## src/rtl/ccc_clken_gen.sv

```systemverilog
// ccc_clken_gen: multi-channel fabric clock-enable generator.
// Each channel produces a one-cycle ce_out pulse every N = div+1 cycles,
// after a programmable phase delay. gl_out is a square-wave companion that
// toggles on every pulse. Configuration is written to a per-channel shadow
// and copied to the active set at a terminal count, or on the next edge
// while the channel is disabled, so periods already in progress are never
// cut short. lock reports LOCK_CYCLES consecutive quiet cycles.
// Optional build macro CCC_HALFDIV_EN adds cfg_half. When the active half
// bit is set, periods alternate between N and N+1 cycles.
module ccc_clken_gen #(
  parameter int NUM_CH      = 3,
  parameter int DIV_W       = 5,
  parameter int DLY_W       = 5,
  parameter int DIV_RST     = 3,
  parameter int LOCK_CYCLES = 16
) (
  input  logic              PCLK,
  input  logic              PRESERN,
  input  logic              cfg_we,
  input  logic [2:0]        cfg_ch,
  input  logic [DIV_W-1:0]  cfg_div,
  input  logic [DLY_W-1:0]  cfg_dly,
  input  logic              cfg_bypass,
`ifdef CCC_HALFDIV_EN
  input  logic              cfg_half,
`endif
  input  logic [NUM_CH-1:0] ch_en,
  output logic [NUM_CH-1:0] ce_out,
  output logic [NUM_CH-1:0] gl_out,
  output logic              cfg_err,
  output logic              lock
);

  // One extra bit so a half-divide period of 2^DIV_W + 1 still fits.
  localparam int CNT_W = DIV_W + 1;
  localparam int LCK_W = $clog2(LOCK_CYCLES + 1);

  logic [NUM_CH-1:0] pend_w;
  logic [NUM_CH-1:0] en_w;

  for (genvar i = 0; i < NUM_CH; i++) begin : g_ch
    logic [DIV_W-1:0] sh_div_q, act_div_q;
    logic [DLY_W-1:0] sh_dly_q, act_dly_q;
    logic             sh_byp_q, act_byp_q;
    logic             pend_q;
    logic             en_q;
    logic [DLY_W-1:0] dly_cnt_q;
    logic [CNT_W-1:0] div_cnt_q;
    logic             ce_q, gl_q;
    logic             wr_hit, rise, tc, apply;
    logic [CNT_W-1:0] term;

`ifdef CCC_HALFDIV_EN
    logic sh_half_q, act_half_q, ph_q;
    // ph_q selects the long (N+1) period on every other pulse.
    assign term = {1'b0, act_div_q} + CNT_W'(act_half_q & ph_q);
`else
    assign term = {1'b0, act_div_q};
`endif

    assign wr_hit = cfg_we && (cfg_ch == 3'(i));
    assign rise   = ch_en[i] & ~en_q;
    // Bypassed channels hit terminal count on every enabled cycle.
    assign tc     = ch_en[i] & (act_byp_q |
                    (~rise & (dly_cnt_q == '0) & (div_cnt_q == term)));
    assign apply  = pend_q & (tc | ~ch_en[i]);

    // Shadow capture, apply, delay and divide counting for one channel.
    always_ff @(posedge PCLK or negedge PRESERN) begin
      if (!PRESERN) begin
        sh_div_q  <= DIV_W'(DIV_RST);
        act_div_q <= DIV_W'(DIV_RST);
        sh_dly_q  <= '0;
        act_dly_q <= '0;
        sh_byp_q  <= 1'b0;
        act_byp_q <= 1'b0;
        pend_q    <= 1'b0;
        en_q      <= 1'b0;
        dly_cnt_q <= '0;
        div_cnt_q <= '0;
        ce_q      <= 1'b0;
        gl_q      <= 1'b0;
`ifdef CCC_HALFDIV_EN
        sh_half_q  <= 1'b0;
        act_half_q <= 1'b0;
        ph_q       <= 1'b0;
`endif
      end else begin
        en_q <= ch_en[i];

        // A write in the same cycle as an apply wins and stays pending.
        if (wr_hit) begin
          sh_div_q <= cfg_div;
          sh_dly_q <= cfg_dly;
          sh_byp_q <= cfg_bypass;
`ifdef CCC_HALFDIV_EN
          sh_half_q <= cfg_half;
`endif
          pend_q   <= 1'b1;
        end else if (apply) begin
          pend_q <= 1'b0;
        end

        if (apply) begin
          act_div_q <= sh_div_q;
          act_dly_q <= sh_dly_q;
          act_byp_q <= sh_byp_q;
`ifdef CCC_HALFDIV_EN
          act_half_q <= sh_half_q;
`endif
        end

        if (!ch_en[i]) begin
          dly_cnt_q <= '0;
          div_cnt_q <= '0;
          ce_q      <= 1'b0;
          gl_q      <= 1'b0;
`ifdef CCC_HALFDIV_EN
          ph_q      <= 1'b0;
`endif
        end else if (act_byp_q) begin
          ce_q      <= 1'b1;
          gl_q      <= ~gl_q;
          div_cnt_q <= '0;
          dly_cnt_q <= apply ? sh_dly_q : '0;
`ifdef CCC_HALFDIV_EN
          ph_q      <= 1'b0;
`endif
        end else if (rise) begin
          dly_cnt_q <= act_dly_q;
          div_cnt_q <= '0;
          ce_q      <= 1'b0;
`ifdef CCC_HALFDIV_EN
          ph_q      <= 1'b0;
`endif
        end else if (dly_cnt_q != '0) begin
          dly_cnt_q <= dly_cnt_q - DLY_W'(1);
          ce_q      <= 1'b0;
        end else if (div_cnt_q == term) begin
          ce_q      <= 1'b1;
          gl_q      <= ~gl_q;
          div_cnt_q <= '0;
          if (apply) dly_cnt_q <= sh_dly_q;
`ifdef CCC_HALFDIV_EN
          ph_q      <= apply ? 1'b0 : ~ph_q;
`endif
        end else begin
          div_cnt_q <= div_cnt_q + CNT_W'(1);
          ce_q      <= 1'b0;
        end
      end
    end

    assign ce_out[i] = ce_q;
    assign gl_out[i] = gl_q;
    assign pend_w[i] = pend_q;
    assign en_w[i]   = en_q;
  end

  logic             disturb;
  logic [LCK_W-1:0] quiet_q, quiet_d;
  logic             lock_q, cfg_err_q;

  assign disturb = cfg_we | (ch_en != en_w) | (|pend_w);

  // Quiet-cycle counter: cleared by any disturbance, saturates at LOCK_CYCLES.
  always_comb begin
    quiet_d = quiet_q;
    if (disturb) quiet_d = '0;
    else if (quiet_q != LCK_W'(LOCK_CYCLES)) quiet_d = quiet_q + LCK_W'(1);
  end

  // Registered lock and out-of-range channel error pulse.
  always_ff @(posedge PCLK or negedge PRESERN) begin
    if (!PRESERN) begin
      quiet_q   <= '0;
      lock_q    <= 1'b0;
      cfg_err_q <= 1'b0;
    end else begin
      quiet_q   <= quiet_d;
      lock_q    <= (quiet_d == LCK_W'(LOCK_CYCLES));
      cfg_err_q <= cfg_we && (32'(cfg_ch) >= NUM_CH);
    end
  end

  assign lock    = lock_q;
  assign cfg_err = cfg_err_q;

endmodule

```

## config.mk

```make
export PLATFORM = sky130hd
export DESIGN_NAME = ccc_clken_gen
export DESIGN_NICKNAME = d
export VERILOG_FILES = /design/src/rtl/ccc_clken_gen.sv
export SDC_FILE = /design/constraint.sdc
export NUM_CORES = 1
export LEC_CHECK = 0
export BUFFER_PORTS_ARGS = -buffer_cell sky130_fd_sc_hd__buf_2
export CAP_MARGIN = 10
export CORE_MARGIN = 2
export CORE_UTILIZATION = 39
export CTS_CLUSTER_SIZE = 14
export DETAILED_ROUTE_END_ITERATION = 10
export GPL_TIMING_DRIVEN = 0
export PLACE_DENSITY = 0.61
export SLEW_MARGIN = 20
export SYNTH_ARGS = -nofsm -noshare
export SYNTH_HDL_FRONTEND = slang
export SYNTH_SLANG_ARGS = --single-unit
export TNS_END_PERCENT = 20
```

## constraint.sdc

```tcl
create_clock -name PCLK -period 2.5 [get_ports PCLK]
set_input_delay 0.375 -clock PCLK [delete_from_list [all_inputs] [get_ports PCLK]]
set_output_delay 0.375 -clock PCLK [all_outputs]
set_load 0.01 [all_outputs]
```

Yosys cells after proc, flatten, opt, wreduce, memory -nomap -nowiden

Index checks and enable logic that the tools add are counted.

Register bits after elaboration: 118
Logic and storage cells: 203

$add $sub $neg: 7
$lt $le $gt $ge: 1
Equal/unequal tests: 26
Mux-type cells: 74
Bitwise logic cells: 35
Reduce and logical (&&, ||, !) cells: 21

Operator list:

| operator                                              | count |
|---|---|
| two-way mux 5 bit                                     | 23 |
| two-way mux 6 bit                                     | 15 |
| two-way mux 1 bit                                     | 36 |
| inequality test 5 x 1 -> 1 bit, second input constant | 6 |
| adder 6 x 1 -> 6 bit, second input constant           | 3 |
| == test 6 x 5 -> 1 bit                                | 3 |
| inequality test 3 bit, second input constant          | 6 |
| bitwise AND 1 bit                                     | 15 |
| logical NOT 5 bit                                     | 3 |
| nonzero test 5 bit                                    | 3 |
| subtractor 5 x 1 -> 5 bit, second input constant      | 3 |
| inequality test 4 bit, second input constant          | 3 |
| NOT 1 bit                                             | 12 |
| inequality test 3 x 1 -> 1 bit, second input constant | 3 |
| AND reduction 3 bit                                   | 3 |
| OR 1 bit                                              | 8 |
| AND reduction 2 bit                                   | 3 |
| nonzero test 2 bit                                    | 3 |
| adder 5 x 1 -> 5 bit, second input constant           | 1 |
| == test 5 bit, second input constant                  | 1 |
| inequality test 5 bit, second input constant          | 1 |
| logical AND 1 bit                                     | 4 |
| == test 3 x 1 -> 1 bit, second input constant         | 1 |
| == test 3 x 2 -> 1 bit, second input constant         | 1 |
| 4 further kinds                                       | 4 |

Longest topological paths before layout

Word-level depth: 15
Mapped depth: 9

Worst setup path after synthesis

Ideal clock, no wire load.

Kind: reg-to-reg
Start: register g_ch[2].dly_cnt_q[0]
End: register g_ch[2].act_div_q[2]
Arrival time: 2,038 ps
Data required time: 2,375 ps
Setup slack: 337 ps
Stages on the path, launching flop included: 10
Path buffers: 2
Period minus slack after synthesis: 2,163 ps
Path through: dfrtp_1 inv_1 ha_1 or4b_1 buf_6 nor2_4 and3_4 o21a_4 buf_12 mux2_4

Word-level cells in the longest chain between the ends: 7

Ends and longest elaborated chain:

| element                        | line | RTL |
|---|---|---|
| from (decl)                    | 47   | `logic [DLY_W-1:0] dly_cnt_q;` |
| from (signal assigned)         | 125  | `dly_cnt_q <= apply ? sh_dly_q : '0;` |
| from (signal assigned)         | 130  | `dly_cnt_q <= act_dly_q;` |
| from (signal assigned)         | 137  | `dly_cnt_q <= dly_cnt_q - DLY_W'(1);` |
| logical NOT 5 bit              | 65   | `(~rise & (dly_cnt_q == '0) & (div_cnt_q == term)));` |
| bitwise AND 1 bit (2 in a row) | 65   |  |
| OR 1 bit                       | 64   | `assign tc = ch_en[i] & (act_byp_q \|` |
| bitwise AND 1 bit              | 64   |  |
| OR 1 bit                       | 66   | `assign apply = pend_q & (tc \| ~ch_en[i]);` |
| bitwise AND 1 bit              | 66   |  |
| to (signal assigned)           | 72   | `act_div_q <= DIV_W'(DIV_RST);` |
| to (signal assigned)           | 105  | `act_div_q <= sh_div_q;` |
| to (decl)                      | 42   | `logic [DIV_W-1:0] sh_div_q, act_div_q;` |

No other way between the ends.
A chain may end at the register's enable or synchronous reset.

Final worst setup path

Start: register g_ch[1].dly_cnt_q[0]
End: register g_ch[1].act_dly_q[0]

Word-level cells in the longest chain between the ends: 7

Ends and longest elaborated chain:

| element                        | line | RTL |
|---|---|---|
| from (decl)                    | 47   |  |
| from (signal assigned)         | 125  |  |
| from (signal assigned)         | 130  |  |
| from (signal assigned)         | 137  |  |
| logical NOT 5 bit              | 65   |  |
| bitwise AND 1 bit (2 in a row) | 65   |  |
| OR 1 bit                       | 64   |  |
| bitwise AND 1 bit              | 64   |  |
| OR 1 bit                       | 66   |  |
| bitwise AND 1 bit              | 66   |  |
| to (signal assigned)           | 106  | `act_dly_q <= sh_dly_q;` |
| to (decl)                      | 43   | `logic [DLY_W-1:0] sh_dly_q, act_dly_q;` |

No other way between the ends.

==> results.yml <==
outcome:
  status: "completed"
placed_design:
  dp_cells: 728
  hpwl_um: 8650
  port_buffers: 27
  gp_congestion: 0.836
  pre_cts_ws_ns: 0.131
sta:
  finalWorstSetupSlack_ns: 0.145
  tightest_slew_ns: 0.869
  finalCriticalPeriod_ns: 2.35
  fmax_ghz: 0.425
  fin_crit_sh_pct: 94.2
  final_hold_viol_count: 0
  relSlewSlack_pct: 41.3
  grt_setup_unrepaired: "no"
  setup_viol: 0
  finalSetupTns_ns: 0
  drv_slew: 0
  finalClockSkew_ns: 0.00724
drt:
  initialDrtViolationCount: 418
  top_layer_used: "met4"
  drc: 0
  wire_per_inst_um: 16.4
  detail-route-antenna-nets: 0
  wl_met1_um: 6040
  vias_per_cell: 5.40
  dr_wl_met3_um: 467
  drt_pass1_iterations: 5
  wl_met2_um: 5840
  wirelength_um: 12500
  vias: 4108
cts:
  clk_pin_slew_ns: 0.05
  cts_made_buffers: 17
  cts.path.max_buffers: 2
  cts_tree: "built"
  clock-sinks: 118
  clk_latency_ns: 0.41
  root_buffer: "clkbuf_16"
  cts.htree.levels: 4
synthesis:
  seq_area_frac_synth_pct: 50.0
  synth-edff-count: 0
  synth_top_area_cell: "dfrtp_1"
  synth_seq_cells: 118
  yosysWarnings: 0
  yosysTopAreaCellShare_pct: 44.7
  syn_avg_cell_area_um2: 11.6
  syn_nets: 543
  synth_cell_types: 67
  synthArstFlopShare_pct: 100
  syn_area_um2: 5930
  synth-main-ff-cell: "dfrtp_1"
  yosys-top-cells-area: "dfrtp_1 45%, mux2_2 7.2%, mux2_4 7.1%, dfstp_2 5.3%, xor2_1 2.8%"
  syn-instance-count: 512
worst_setup_path:
  required_ns: 2.79
  r2r-end: "g_ch[1].act_dly_q[0]"
  cp_slowest_cell: "dfrtp_1"
  critPathTopFamily: "simple AND/OR/NAND/NOR gates"
  cp-end-kind: "flip-flop"
  crit_path_max_incr_delay_ns: 0.43
  cp.buffers_inverters: 3
  cp.depth: 9
  startpoint_type: "flip-flop"
  r2r_slack_ns: 0.15
  path_class: "flip-flop to flip-flop"
  cp.arrival_ns: 2.65
  crit_fanout: 10
  worst-r2r-cell-count: 9
  r2r_start: "g_ch[1].dly_cnt_q[0]"
  crit_chain: "inv_1, ha_1, or4b_1, buf_2, nor2_4, nand3_2, a21oi_2, buf_6, mux2_4"
global_routing:
  grt_pass1_wl_um: 21400
  antenna_found_initial: 0
  grt_usage_pct: 16.7
  overflow: 0
  grt_max_degree: 79
  grt_pass1_vias: 4313
finish:
  area_growth_pct: 17.9
  layout_commonest_cell: "dfrtp_1"
  utilization_pct: 46.5
  final_cell_mix: "106 x dfrtp_1, 38 x mux2_2, 34 x nor2_1"
  drive_gt1_share_pct: 29.7
  fin_nets: 591
  fin_cells: 761
  n_antenna_cell: 0
  fillers: 1329
power:
  pwr-share-comb_pct: 29.8
  irDropWorstVdd_mv: 0.540
  p_clk_share_pct: 32.9
  power_density_nw_per_um2: 1140
  p_leak_nw: 3.12
  power.share.sequential_pct: 37.4
  intPower_w: 0.00552
  p_sw_w: 0.00245
  switching_share_pct: 30.8
floorplan:
  core_um2: 15000
  num_rows: 45
  start_util_pct: 39.5
  die_area_um2: 16200
  die_x_um: 127
  die_height_um: 127
  io_pins: 28
hold_path:
  whs_endpoint: "g_ch[0].en_q"
  min_path_cells: 1
  hold_class: "input port to flip-flop"
  hold_start: "ch_en[0]"
run:
  cap_violations: 0
-- kinds of logic after synthesis --
kind of cell	Yosys count	share of synthesized area (%)
buffers and inverters	48	4.13
AO/OA/AOI/OAI	96	11.4
flip-flops	118	50.0
multiplexers	69	14.8
adder cells (fa/ha/maj)	11	2.32
AND/OR/NAND/NOR	145	13.7
XOR/XNOR	25	3.69
-- cell type report --
class / instances / area (um2) / area share (%)
Buffer: 25 / 159 / 2.27
Timing Repair Buffer: 29 / 179 / 2.56
Sequential cell: 118 / 2970 / 42.5
Clock buffer: 23 / 498 / 7.12
Inverter: 23 / 86.3 / 1.24
Multi-Input combinational cell: 346 / 2720 / 38.9
Clock inverter: 9 / 145 / 2.08
Tap cell: 188 / 235 / 3.36
-- state kept, by name, indices dropped and copies added, names as in the netlist --
name            flops
g_ch.dly_cnt_q     15
g_ch.gl_q           3
g_ch.ce_q           3
g_ch.sh_div_q      15
cfg_err             1
g_ch.act_dly_q     15
lock                1
g_ch.act_byp_q      3
g_ch.act_div_q     15
quiet_q             5
g_ch.pend_q         3
g_ch.sh_dly_q      15
g_ch.en_q           3
g_ch.div_cnt_q     18
g_ch.sh_byp_q       3
-- stage by stage --
| stage | power (W) | instance area, um2 | hold WS (ns) |
|---|---|---|---|
| detailed placement | 0.00533 | 6330 | 0.327 |
| finish | 0.00797 | 6990 | 0.174 |
| global placement | 0.00525 | 6300 | 0.488 |
| global route | 0.00846 | 6990 | 0.159 |
| CTS | 0.00802 | 6990 | 0.151 |
| floorplan | 0.00475 | 5930 | 0.0794 |
-- routing by layer --
metal | track usage (%) | vias to the layer above
met5 | 0 | -
met4 | 5.49 | 0
met3 | 4.98 | 8
met2 | 25.7 | 81
met1 | 22.8 | 2084
li1 | - | 1935
-- worst max-delay path by stage --
stage / startpoint / endpoint
6_report: g_ch[1].dly_cnt_q[0] / g_ch[1].act_dly_q[0]
5_1_grt: g_ch[1].dly_cnt_q[0] / g_ch[1].act_div_q[4]
4_1_cts: g_ch[2].dly_cnt_q[0] / g_ch[2].act_div_q[2]
3_5_place_dp: ch_en[2] / g_ch[2].div_cnt_q[2]
3_3_place_gp: PRESERN / g_ch[0].div_cnt_q[0]
2_1_floorplan: g_ch[2].dly_cnt_q[0] / g_ch[2].act_div_q[2]
-- synth_stat cells, types with 3 or more instances --
master	n
nand2b_1	5
xor2_1	19
nor2_1	35
ha_1	11
nand3_1	14
buf_2	3
mux2_4	28
dfrtp_1	106
dfstp_2	12
a211oi_1	13
a22o_1	8
buf_6	3
mux2i_1	3
nand2_1	32
nor2b_1	6
mux2_2	38
clkbuf_1	12
o31a_1	3
a31oi_1	10
buf_4	6
and3_1	3
xnor2_1	6
or3b_2	4
o21ai_0	19
a221oi_1	5
nor3b_1	4
a21oi_1	15
inv_1	23
nor3_1	14
nor4b_1	4
-- timing repair --
item | 4_1_cts | 5_1_grt
gates resized for setup | 0 | 1
endpoints found under the setup margin | 0 | 1
hold endpoints to repair | 36 | 0
buffers inserted | 0 | 0
hold buffers | 1 | 0
-- power groups by stage --
| stage | Clock (W) | Sequential (W) | Combinational (W) |
|---|---|---|---|
| 2_1_floorplan | 0 | 0.00284 | 0.00191 |
| 3_3_place_gp | 0 | 0.00298 | 0.00227 |
| 3_5_place_dp | 0 | 0.00300 | 0.00233 |
| 4_1_cts | 0.00268 | 0.00298 | 0.00237 |
| 5_1_grt | 0.00278 | 0.00306 | 0.00262 |
| 6_report | 0.00262 | 0.00298 | 0.00237 |
No activity file was read; power rests on OpenSTA's default activity.
